[src/rtl/chip8_vga_scanout.sv]
// CHIP-8 display back-end: 640x480@60 VGA timing, scaled 64x32 frame buffer
// read one row per line from the VRAM read port into a line buffer during hblank.
module chip8_vga_scanout #(
  parameter int          H_VISIBLE = 640,
  parameter int          H_FRONT   = 16,
  parameter int          H_SYNC    = 96,
  parameter int          H_BACK    = 48,
  parameter int          V_VISIBLE = 480,
  parameter int          V_FRONT   = 10,
  parameter int          V_SYNC    = 2,
  parameter int          V_BACK    = 33,
  parameter int          SCALE     = 10,
  parameter int          V_OFFSET  = 80,
  parameter logic [11:0] FG_COLOR  = 12'hFFF,
  parameter logic [11:0] BG_COLOR  = 12'h000
) (
  input  logic        clock,
  input  logic        reset,
  input  logic [63:0] vram_data_in,
  output logic [4:0]  vram_address_out,
  output logic        hsync,
  output logic        vsync,
  output logic [11:0] rgb,
  output logic        active,
  output logic        frame_start
);
  localparam int H_TOTAL = H_VISIBLE + H_FRONT + H_SYNC + H_BACK;
  localparam int V_TOTAL = V_VISIBLE + V_FRONT + V_SYNC + V_BACK;
  localparam int HW      = $clog2(H_TOTAL);
  localparam int VW      = $clog2(V_TOTAL);
  localparam int SW      = (SCALE > 1) ? $clog2(SCALE) : 1;

  localparam logic [HW-1:0] H_LAST  = HW'(H_TOTAL - 1);
  localparam logic [HW-1:0] H_VIS   = HW'(H_VISIBLE);
  localparam logic [HW-1:0] H_FETCH = HW'(H_VISIBLE + 1);
  localparam logic [HW-1:0] H_WIN   = HW'(64 * SCALE);
  localparam logic [HW-1:0] HS_BEG  = HW'(H_VISIBLE + H_FRONT);
  localparam logic [HW-1:0] HS_END  = HW'(H_VISIBLE + H_FRONT + H_SYNC);
  localparam logic [VW-1:0] V_LAST  = VW'(V_TOTAL - 1);
  localparam logic [VW-1:0] V_VIS   = VW'(V_VISIBLE);
  localparam logic [VW-1:0] V_WIN0  = VW'(V_OFFSET);
  localparam logic [VW-1:0] V_WIN1  = VW'(V_OFFSET + 32 * SCALE);
  localparam logic [VW-1:0] VS_BEG  = VW'(V_VISIBLE + V_FRONT);
  localparam logic [VW-1:0] VS_END  = VW'(V_VISIBLE + V_FRONT + V_SYNC);
  localparam logic [SW-1:0] S_LAST  = SW'(SCALE - 1);

  logic [HW-1:0] h;
  logic [VW-1:0] v, v_next;
  logic [5:0]    col;
  logic [4:0]    row, fetch_row;
  logic [SW-1:0] sx, sy;
  logic [63:0]   line_buf;
  logic          h_last, v_in_win, vn_in_win, h_in_win, visible, pixel_on;

  always_comb begin
    h_last    = (h == H_LAST);
    v_next    = (v == V_LAST) ? '0 : v + 1'b1;
    v_in_win  = (v >= V_WIN0) && (v < V_WIN1);
    vn_in_win = (v_next >= V_WIN0) && (v_next < V_WIN1);
    h_in_win  = (h < H_WIN);
    visible   = (h < H_VIS) && (v < V_VIS);
    pixel_on  = h_in_win && v_in_win && line_buf[col];
    // Row of the line after this one, derived from the running row/sy counters.
    fetch_row = 5'd0;
    if (vn_in_win)
      fetch_row = (v_in_win && sy == S_LAST) ? row + 5'd1 : row;
  end

  always_ff @(posedge clock or negedge reset) begin
    if (!reset) begin
      h <= '0;
      v <= '0;
    end else if (h_last) begin
      h <= '0;
      v <= v_next;
    end else begin
      h <= h + 1'b1;
    end
  end

  always_ff @(posedge clock or negedge reset) begin
    if (!reset) begin
      col <= '0;
      sx  <= '0;
    end else if (h_last) begin
      col <= '0;
      sx  <= '0;
    end else if (h_in_win) begin
      if (sx == S_LAST) begin
        sx  <= '0;
        col <= col + 6'd1;
      end else begin
        sx <= sx + 1'b1;
      end
    end
  end

  always_ff @(posedge clock or negedge reset) begin
    if (!reset) begin
      row <= '0;
      sy  <= '0;
    end else if (h_last) begin
      if (v_in_win && vn_in_win) begin
        if (sy == S_LAST) begin
          sy  <= '0;
          row <= row + 5'd1;
        end else begin
          sy <= sy + 1'b1;
        end
      end else begin
        row <= '0;
        sy  <= '0;
      end
    end
  end

  // vram_address_out doubles as the read port's address register; data is
  // valid the following cycle and latched for the whole next line.
  always_ff @(posedge clock or negedge reset) begin
    if (!reset) begin
      vram_address_out <= '0;
      line_buf         <= '0;
    end else begin
      if (h == H_VIS)   vram_address_out <= fetch_row;
      if (h == H_FETCH) line_buf         <= vram_data_in;
    end
  end

  always_ff @(posedge clock or negedge reset) begin
    if (!reset) begin
      hsync       <= 1'b1;
      vsync       <= 1'b1;
      rgb         <= '0;
      active      <= 1'b0;
      frame_start <= 1'b0;
    end else begin
      hsync       <= !((h >= HS_BEG) && (h < HS_END));
      vsync       <= !((v >= VS_BEG) && (v < VS_END));
      active      <= visible;
      frame_start <= (h == '0) && (v == '0);
      rgb         <= !visible ? 12'h000 : (pixel_on ? FG_COLOR : BG_COLOR);
    end
  end
endmodule

[config.mk]
export PLATFORM = sky130hd
export DESIGN_NAME = chip8_vga_scanout
export DESIGN_NICKNAME = d
export VERILOG_FILES = /design/src/rtl/chip8_vga_scanout.sv
export SDC_FILE = /design/constraint.sdc
export NUM_CORES = 1
export LEC_CHECK = 0
export BUFFER_PORTS_ARGS = -buffer_cell sky130_fd_sc_hd__buf_2
export CAP_MARGIN = 20
export CORE_ASPECT_RATIO = 0.75
export CORE_MARGIN = 2
export CORE_UTILIZATION = 45
export DETAILED_ROUTE_END_ITERATION = 6
export GPL_TIMING_DRIVEN = 0
export PLACE_DENSITY = 0.66
export REMOVE_ABC_BUFFERS = 1
export SLEW_MARGIN = 10
export SYNTH_ARGS = -nofsm -noshare
export SYNTH_HDL_FRONTEND = slang
export SYNTH_SLANG_ARGS = --single-unit
[constraint.sdc]
create_clock -name clock -period 4.8 [get_ports clock]
set_input_delay 0.72 -clock clock [delete_from_list [all_inputs] [get_ports clock]]
set_output_delay 0.72 -clock clock [all_outputs]
set_load 0.005 [all_outputs]
==> results of run 1 <==
-- flip-flops by register name, summed over array words and instances (netlist names) --
name and flops:
v 10, vram_address_out 5, rgb 1, line_buf 64, row 5, sy 4
hsync 1, vsync 1, col 6, frame_start 1, h 10, active 1
sx 4
-- layer usage --
| metal | GRT usage [%] | part of all wire, % | vias to the layer above |
|---|---|---|---|
| met2 | 31.9 | 48 | 109 |
| met5 | 0 | 0 | - |
| li1 | - | - | 1843 |
| met3 | 4.63 | 5.3 | 16 |
| met4 | 7.36 | 1.3 | 0 |
| met1 | 26.1 | 45 | 2005 |
-- worst max-delay path, stage by stage (launching register included) --
cell	delay (ps)
dfrtp_1	1020
mux4_1	680
mux4_2	500
mux4_2	490
and4_1	220
-- worst max path at each step --
stage | end | depth (start not counted)
after global routing | rgb[10] | 4
final | rgb[10] | 4
after detailed placement | rgb[10] | 4
after CTS | rgb[10] | 4
after floorplan | line_buf[10] | 4
after global placement | line_buf[31] | 4
-- cells in the mapped netlist, types with 2 or more instances --
| library cell | count |
|---|---|
| nor3b_1 | 2 |
| nor4b_1 | 2 |
| xnor2_1 | 10 |
| o21ai_1 | 10 |
| mux2_1 | 60 |
| dfstp_2 | 2 |
| a31oi_1 | 2 |
| o41ai_1 | 4 |
| inv_1 | 17 |
| nand4_1 | 7 |
| and4_1 | 3 |
| buf_4 | 11 |
| nor2b_1 | 3 |
| mux2_2 | 6 |
| nand2_1 | 26 |
| mux4_1 | 11 |
| nand3_1 | 25 |
| or4_1 | 2 |
| ha_1 | 9 |
| nor4_1 | 4 |
| and2_1 | 3 |
| or3_1 | 3 |
| mux4_2 | 10 |
| o31ai_1 | 4 |
| nor3_1 | 5 |
| a41oi_1 | 5 |
| nor2_1 | 25 |
| o22ai_1 | 5 |
| a21oi_1 | 4 |
| xor2_1 | 11 |
| dfrtp_1 | 111 |
| nand2b_1 | 3 |
| or2_2 | 2 |
| a211oi_1 | 3 |
| clkbuf_1 | 20 |
| and3_1 | 6 |
| o21ai_0 | 11 |
-- logic make-up after synthesis --
family / count (synthesis) / synth area share [%]
XOR/XNOR: 21 / 3.25
adder cells (fa/ha/maj): 9 / 1.99
AND/OR/NAND/NOR: 122 / 10.9
multiplexers: 88 / 22.4
flip-flops: 113 / 50.1
buffers and inverters: 52 / 4.60
AO/OA/AOI/OAI: 57 / 6.73
-- power breakdown --
part | total [mW] | switching (mW) | leakage [nW] | internal, mW
Combinational | 0.0822 | 0.0352 | 1.26 | 0.0469
Sequential | 0.994 | 0.0135 | 1.39 | 0.981
Clock | 1.31 | 0.462 | 0.301 | 0.852
-- layout make-up --
type                    instances  area, um2
clock inverters                13        175
flip-flops and latches        113       2830
fillers                      1039       5450
well taps                     166        208
clock buffers                  19        453
inverters                      17       63.8
multi-input cells             297       2580
repair buffers                 89        499
==> impl_metrics.csv, run 1 <==
group,metric,value,unit
run_status,status,"finished clean",
timing,whs,194,ps
route,drt-total-wl,12000,um
critical_path,crit_arrival,3340,ps
yosys,syn-mean-instance-area,12.2,um2
route,drc,0,
yosys,synth_edf_count,0,
timing,min_period_over_period,63.4,%
timing,final.setup.worst_slack,1760,ps
timing,max-slew-margin-rel,31.0,%
pwr,powerDensity,351,nW/um2
floorplanning,start_util,46.1,%
global_route,grt_pass1_vias,4059,
floorplanning,core_area,12300,um2
yosys,synth.largest_area_cell,"dfrtp_1",
floorplanning,rows,35,
critical_path,r2r_slack,1760,ps
critical_path,cp.required,5100,ps
yosys,yosysSeqAreaShare,50.1,%
yosys,ys_dominant_reg_cell,"dfrtp_1",
cells_and_area,final_cell_mix,"dfrtp_1, buf_2, mux2_1, nand2_1, nor2_1",
critical_path,reg2reg_to,"rgb[10]",
pwr,total_power,2.39,mW
clock_tree,clkSlewWorstSetupHoldPaths,60,ps
clock_tree,numClockSinks,113,
clock_tree,cts-root-buf,"clkbuf_16",
placement,portBuffers,86,
yosys,synth_top_area_share,49.1,%
clock_tree,cts_tree,"built",
placement,placed_cell_area,6180,um2
yosys,syn_inst,462,
timing,setup_violations,0,
global_route,track_usage,19.7,%
floorplanning,die_area,13500,um2
clock_tree,clkLatencyLatePin,410,ps
cells_and_area,instances_no_fill,714,
timing,min_period,3040,ps
route,wl_per_cell,16.8,um
clock_tree,numCtsBuffers,17,
route,first_pass_iters,5,
clock_tree,cts_hold_buf,0,
timing,drv_slew,0,
yosys,yosysWarnings,0,
cells_and_area,fin_nets,610,
yosys,ys_ff_latch,113,
cells_and_area,area_growth,20.5,%
yosys,synth_area_leaders,"dfrtp_1, mux2_1, mux4_1",
global_route,grt_pass1_wl,20500,um
clock_tree,cts_resized,0,
floorplanning,io_pins,87,
route,post_drt_via_cell_ratio,5.56,
yosys,ys_async_sr_fraction,100,%
timing,worst_pin_slew,1030,ps
route,ant_nets,0,
critical_path,endpoint_kind,"flip-flop",
placement,dp_hpwl,8090,um
critical_path,rr_worst_depth,4,
global_route,overflow,0,
timing,rsz0062_at_grt,"no",
global_route,grt_max_degree,80,
timing,tns,0,ps
critical_path,crit_type,"flip-flop to flip-flop",
placement,place_inst,682,
cells_and_area,stdcell_area,6810,um2
cells_and_area,final_util,55.6,%
global_route,antenna_found_initial,0,
pwr,ir_drop,0.249,mV
flow_run,cap_violations,0,
cells_and_area,final_common_cell,"dfrtp_1",
timing,clock_skew,7.58,ps
clock_tree,cts_setup_buffers,0,
critical_path,crit_start,"col[0]",
critical_path,worstSetupStartpointType,"flip-flop",
timing,finalHoldViolations,0,
route,drt_iter0_drc,426,
placement,finalWeightedCongestion,0.861,
cells_and_area,drive_gt1_share,26.1,%
critical_path,r2r_start,"col[0]",
pwr,power_leakage,2.95,nW
critical_path,critPathMaxFanout,20,
yosys,syn_area,5650,um2
route,vias,3973,
clock_tree,htreeDepth,4,
clock_tree,clk_path_buf_depth,2,
floorplanning,fp.dieW,133,um
yosys,synth_cell_types,52,
timing,clock.fmax,329,MHz
placement,dp_slack,1690,ps
cells_and_area,n_antenna_cell,0,
floorplanning,fp.dieH,101,um
worst_hold_path,min_path_type,"input pin to asynchronous set/reset pin",
Note: power is estimated with default switching activity, not from simulation.
==> run 2: changes to the inputs <==
clock period = 3.1 ns   (was 4.8 ns; I/O delays follow)
==> impl_metrics.csv, run 2 (synthesized netlist as in run 1, its figures left out) <==
group,metric,value,unit
run_status,status,"finished clean",
critical_path,r2r_start,"col[0]",
critical_path,crit_arrival,3020,ps
cells_and_area,largest_register_ffs,64,
timing,max-slew-margin-rel,30.3,%
timing,drv_slew,0,
cells_and_area,drive_gt1_share,26.2,%
floorplanning,start_util,46.1,%
worst_hold_path,min_path_type,"input pin to flip-flop",
placement,portBuffers,86,
critical_path,cp.required,3400,ps
critical_path,rr_worst_depth,4,
pwr,powerDensity,542,nW/um2
global_route,grt_pass1_wl,20500,um
global_route,track_usage,19.7,%
timing,worst_pin_slew,1050,ps
critical_path,worstSetupStartpointType,"flip-flop",
critical_path,timing.critical_path.cells,"mux4_1 > mux4_2 > mux4_2 > and4_1",
flow_run,cap_violations,0,
critical_path,path_common_cell,"mux4_2",
placement,placed_cell_area,6180,um2
route,drt-total-wl,12000,um
cells_and_area,largestRegisters,"line_buf (64), h (10), v (10)",
critical_path,endpoint_kind,"flip-flop",
clock_tree,cts_tree,"built",
critical_path,path_delay_family,"multiplexers",
placement,dp_hpwl,8090,um
cells_and_area,final_common_cell,"dfrtp_1",
clock_tree,clkSlewWorstSetupHoldPaths,60,ps
worst_hold_path,hp-start,"vram_data_in[51]",
route,drt_iter0_drc,450,
global_route,grt_pass1_vias,4060,
cells_and_area,n_antenna_cell,0,
clock_tree,cts-root-buf,"clkbuf_16",
clock_tree,htreeDepth,4,
clock_tree,clkLatencyLatePin,410,ps
timing,clock_skew,7.76,ps
cells_and_area,final_cell_mix,"dfrtp_1, buf_2, mux2_1, nand2_1, nor2_1",
worst_hold_path,min_to,"line_buf[51]",
placement,finalWeightedCongestion,0.861,
cells_and_area,fin_nets,611,
critical_path,cpPeakStageDelay,730,ps
floorplanning,die_area,13500,um2
cells_and_area,stdcell_area,6820,um2
timing,min_period,2720,ps
floorplanning,fp.dieW,133,um
clock_tree,clk_path_buf_depth,2,
floorplanning,fp.dieH,101,um
floorplanning,core_area,12300,um2
timing,finalHoldViolations,0,
global_route,antenna_found_initial,0,
route,drc,0,
timing,min_period_over_period,87.8,%
route,ant_nets,0,
cells_and_area,area_growth,20.7,%
route,vias,3973,
global_route,overflow,0,
cells_and_area,largest-register,"line_buf",
clock_tree,numClockSinks,113,
route,first_pass_iters,5,
critical_path,crit_type,"flip-flop to flip-flop",
route,post_drt_via_cell_ratio,5.56,
pwr,total_power,3.70,mW
pwr,ir_drop,0.387,mV
critical_path,crit_buf_inv,0,
global_route,grt_max_degree,80,
timing,rsz0062_at_grt,"no",
clock_tree,cts_setup_buffers,0,
route,wl_per_cell,16.8,um
critical_path,cpMaxStageDelayCell,"dfrtp_2",
worst_hold_path,hold_depth,2,
floorplanning,io_pins,87,
floorplanning,rows,35,
pwr,power_leakage,2.96,nW
critical_path,reg2reg_to,"rgb[10]",
clock_tree,numCtsBuffers,17,
critical_path,r2r_slack,380,ps
timing,setup_violations,0,
timing,clock.fmax,367,MHz
critical_path,critPathMaxFanout,20,
run 2: cell count changes in the layout (fill, tap and decap cells not counted), sizes merged:
cell,delta
dlygate4sd3,+1
run 2: where the power goes:
part / leakage (nW) / internal, mW / switching (mW)
combinational: 1.27 / 0.0735 / 0.0546
sequential: 1.39 / 1.52 / 0.0209
clock: 0.301 / 1.32 / 0.714
run 2: routing by layer:
| metal | share of wire, % | GRT usage [%] | up-vias |
|---|---|---|---|
| li1 | - | - | 1841 |
| met5 | 0 | 0 | - |
| met1 | 45 | 26.2 | 1991 |
| met2 | 48 | 31.9 | 121 |
| met4 | 1.5 | 7.36 | 0 |
| met3 | 5.5 | 4.63 | 20 |
run 2: area by class of cell:
cell class	count	area [um2]
multi-input combinational	297	2580
timing repair buffer	90	509
inverter	17	63.8
fill	1037	5440
clock inverter	13	175
sequential	113	2830
tap	166	208
clock buffer	19	453
run 2: how the worst max path moves through the flow:
| stage | endpoint | startpoint | cells after the start |
|---|---|---|---|
| 6_report | rgb[10] | col[0] | 4 |
| 5_1_grt | sy[1] | v[1] | 7 |
| 4_1_cts | rgb[10] | col[0] | 4 |
| 3_5_place_dp | rgb[10] | col[0] | 4 |
| 3_3_place_gp | line_buf[31] | h[3] | 4 |
| 2_1_floorplan | line_buf[10] | h[3] | 4 |
run 2: what timing repair did:
item / CTS / global route
endpoints found under the setup margin: 1 / 0
hold buffers: 1 / 0
endpoints found under the hold margin: 33 / 0
resized for setup: 1 / 0
run 2: through the flow:
stage	setup TNS [ps]	instances	setup slack [ps]	util, %	hold slack, ps
floorplan	-32160	427	-506	-	169
global placement	-89150	679	-1410	49.7	466
detailed placement	-8.39	682	-8.39	50.4	380
CTS	0	715	333	55.6	251
global route	0	715	202	55.6	258
finish	0	715	378	55.6	263
==> run 3: changes to the inputs <==
CORE_MARGIN = 5   (was 2)
CORE_UTILIZATION = 30   (was 45)
PLACE_DENSITY = not set   (was 0.66)
==> impl_metrics.csv, run 3 (synthesized netlist as in run 1, its figures left out) <==
group,metric,value,unit
critical_path,path_delay_family,"multiplexers",
floorplanning,fp.dieH,129,um
timing,whs,267,ps
placement,place_inst,764,
cells_and_area,fin_nets,612,
clock_tree,cts_resized,0,
critical_path,r2r_start,"col[0]",
cells_and_area,nFillCells,1826,
global_route,busiest_layer,"met2",
global_route,grt.met3_usage,3.96,%
global_route,grt_pass1_wl,20300,um
worst_hold_path,min_path_type,"input pin to flip-flop",
run_status,status,"finished clean",
cells_and_area,largest-register,"line_buf",
global_route,grt_pass1_vias,4046,
critical_path,cpPeakStageDelay,820,ps
pwr,p_int,2.72,mW
floorplanning,start_util,30.5,%
clock_tree,cts-root-buf,"clkbuf_16",
pwr,clkPwrFrac,52.2,%
route,drt_iter0_drc,193,
critical_path,timing.critical_path.cells,"buf_8 > mux4_1 > mux4_2 > mux4_2 > and4_1",
critical_path,cp.required,3390,ps
clock_tree,numCtsBuffers,17,
placement,finalWeightedCongestion,0.832,
pwr,ir_drop,0.242,mV
floorplanning,fp.dieW,169,um
route,drc,0,
cells_and_area,largestRegisters,"line_buf (64), h (10), v (10)",
global_route,overflow,0,
timing,finalHoldViolations,0,
route,wl_per_cell,15.3,um
global_route,track_usage,11.8,%
timing,min_period_over_period,95.7,%
cells_and_area,area_growth,21.5,%
pwr,total_power,3.49,mW
pwr,switchingPower,774,uW
pwr,powerDensity,508,nW/um2
critical_path,endpoint_kind,"flip-flop",
route,first_pass_iters,4,
flow_run,cap_violations,0,
clock_tree,cts_setup_buffers,0,
pwr,switching_share,22.1,%
pwr,combPwrFrac,3.8,%
pwr,power_leakage,2.93,nW
critical_path,worstSetupStartpointType,"flip-flop",
cells_and_area,instances_no_fill,797,
clock_tree,clkLatencyLatePin,410,ps
cells_and_area,stdcell_area,6870,um2
critical_path,rr_worst_depth,5,
timing,clock_skew,8.55,ps
placement,portBuffers,86,
critical_path,r2r_slack,130,ps
clock_tree,clkSlewWorstSetupHoldPaths,50,ps
clock_tree,numClockSinks,113,
global_route,grt_util_met2,18.4,%
critical_path,cpMaxStageDelayCell,"dfrtp_1",
timing,clock.fmax,337,MHz
timing,setup_violations,0,
worst_hold_path,min_to,"line_buf[12]",
cells_and_area,final_cell_mix,"dfrtp_1, buf_2, mux2_1, nand2_1, nor2_1",
floorplanning,die_area,21700,um2
critical_path,crit_arrival,3260,ps
worst_hold_path,hold_depth,2,
timing,min_period,2970,ps
floorplanning,core_area,18500,um2
placement,dp_slack,97.8,ps
route,vias,3871,
worst_hold_path,hp-start,"vram_data_in[12]",
placement,dp_hpwl,8680,um
cells_and_area,drive_gt1_share,25.5,%
timing,max-slew-margin-rel,31.3,%
critical_path,reg2reg_to,"rgb[10]",
route,drt-total-wl,12200,um
pwr,seqPwrFrac,44.0,%
timing,final.setup.worst_slack,132,ps
cells_and_area,final_common_cell,"dfrtp_1",
critical_path,critPathMaxFanout,12,
global_route,grt_use_met1,15.6,%
timing,rsz0062_at_grt,"no",
placement,placed_cell_area,6300,um2
clock_tree,htreeDepth,4,
route,post_drt_via_cell_ratio,4.86,
clock_tree,cts_tree,"built",
global_route,grt_max_degree,89,
floorplanning,rows,43,
cells_and_area,n_antenna_cell,0,
timing,drv_slew,0,
route,ant_nets,0,
clock_tree,cts_hold_buf,1,
cells_and_area,largest_register_ffs,64,
timing,worst_pin_slew,1020,ps
global_route,antenna_found_initial,0,
critical_path,crit_type,"flip-flop to flip-flop",
floorplanning,io_pins,87,
clock_tree,clk_path_buf_depth,2,
critical_path,crit_buf_inv,1,
critical_path,path_common_cell,"mux4_2",
## run 3: worst max path at each step
stage,from,endpoint,slack [ps],cells past startpoint
floorplan,h[3],line_buf[10],-510,4
global placement,h[3],line_buf[27],-1400,4
detailed placement,col[0],rgb[10],100,5
CTS,col[0],rgb[10],90,5
global route,col[0],rgb[10],40,5
finish,col[0],rgb[10],130,5
## run 3: through the flow
step           util, %  setup TNS, ps
2_1_floorplan        -         -32160
3_3_place_gp      33.5         -89100
3_5_place_dp      34.0              0
4_1_cts           37.1              0
5_1_grt           37.1              0
6_report          37.1              0
## run 3: cell type report
type	count	area, um2	share of cell area [%]
clock buffer	21	450	6.56
clock inverter	11	109	1.58
inverter	17	63.8	0.929
multi-input combinational	297	2570	37.5
sequential	113	2830	41.2
tap	247	309	4.50
timing repair buffer	91	532	7.74
## run 3: per-layer routing
layer / wire [um] / share of wire [%] / vias to the layer above
met5: 0 / 0 / -
met4: 123 / 1.0 / 0
met3: 554 / 4.5 / 10
met2: 5730 / 47 / 87
met1: 5770 / 47 / 1928
li1: - / - / 1846
## run 3: power by group through the flow
stage                     Clock [mW]  Combinational, mW  Sequential, mW
after detailed placement           0              0.135            1.56
after CTS                       1.88              0.137            1.54
after global routing            1.96              0.150            1.54
after global placement             0              0.124            1.56
final                           1.82              0.131            1.54
after floorplan                    0             0.0484            1.56
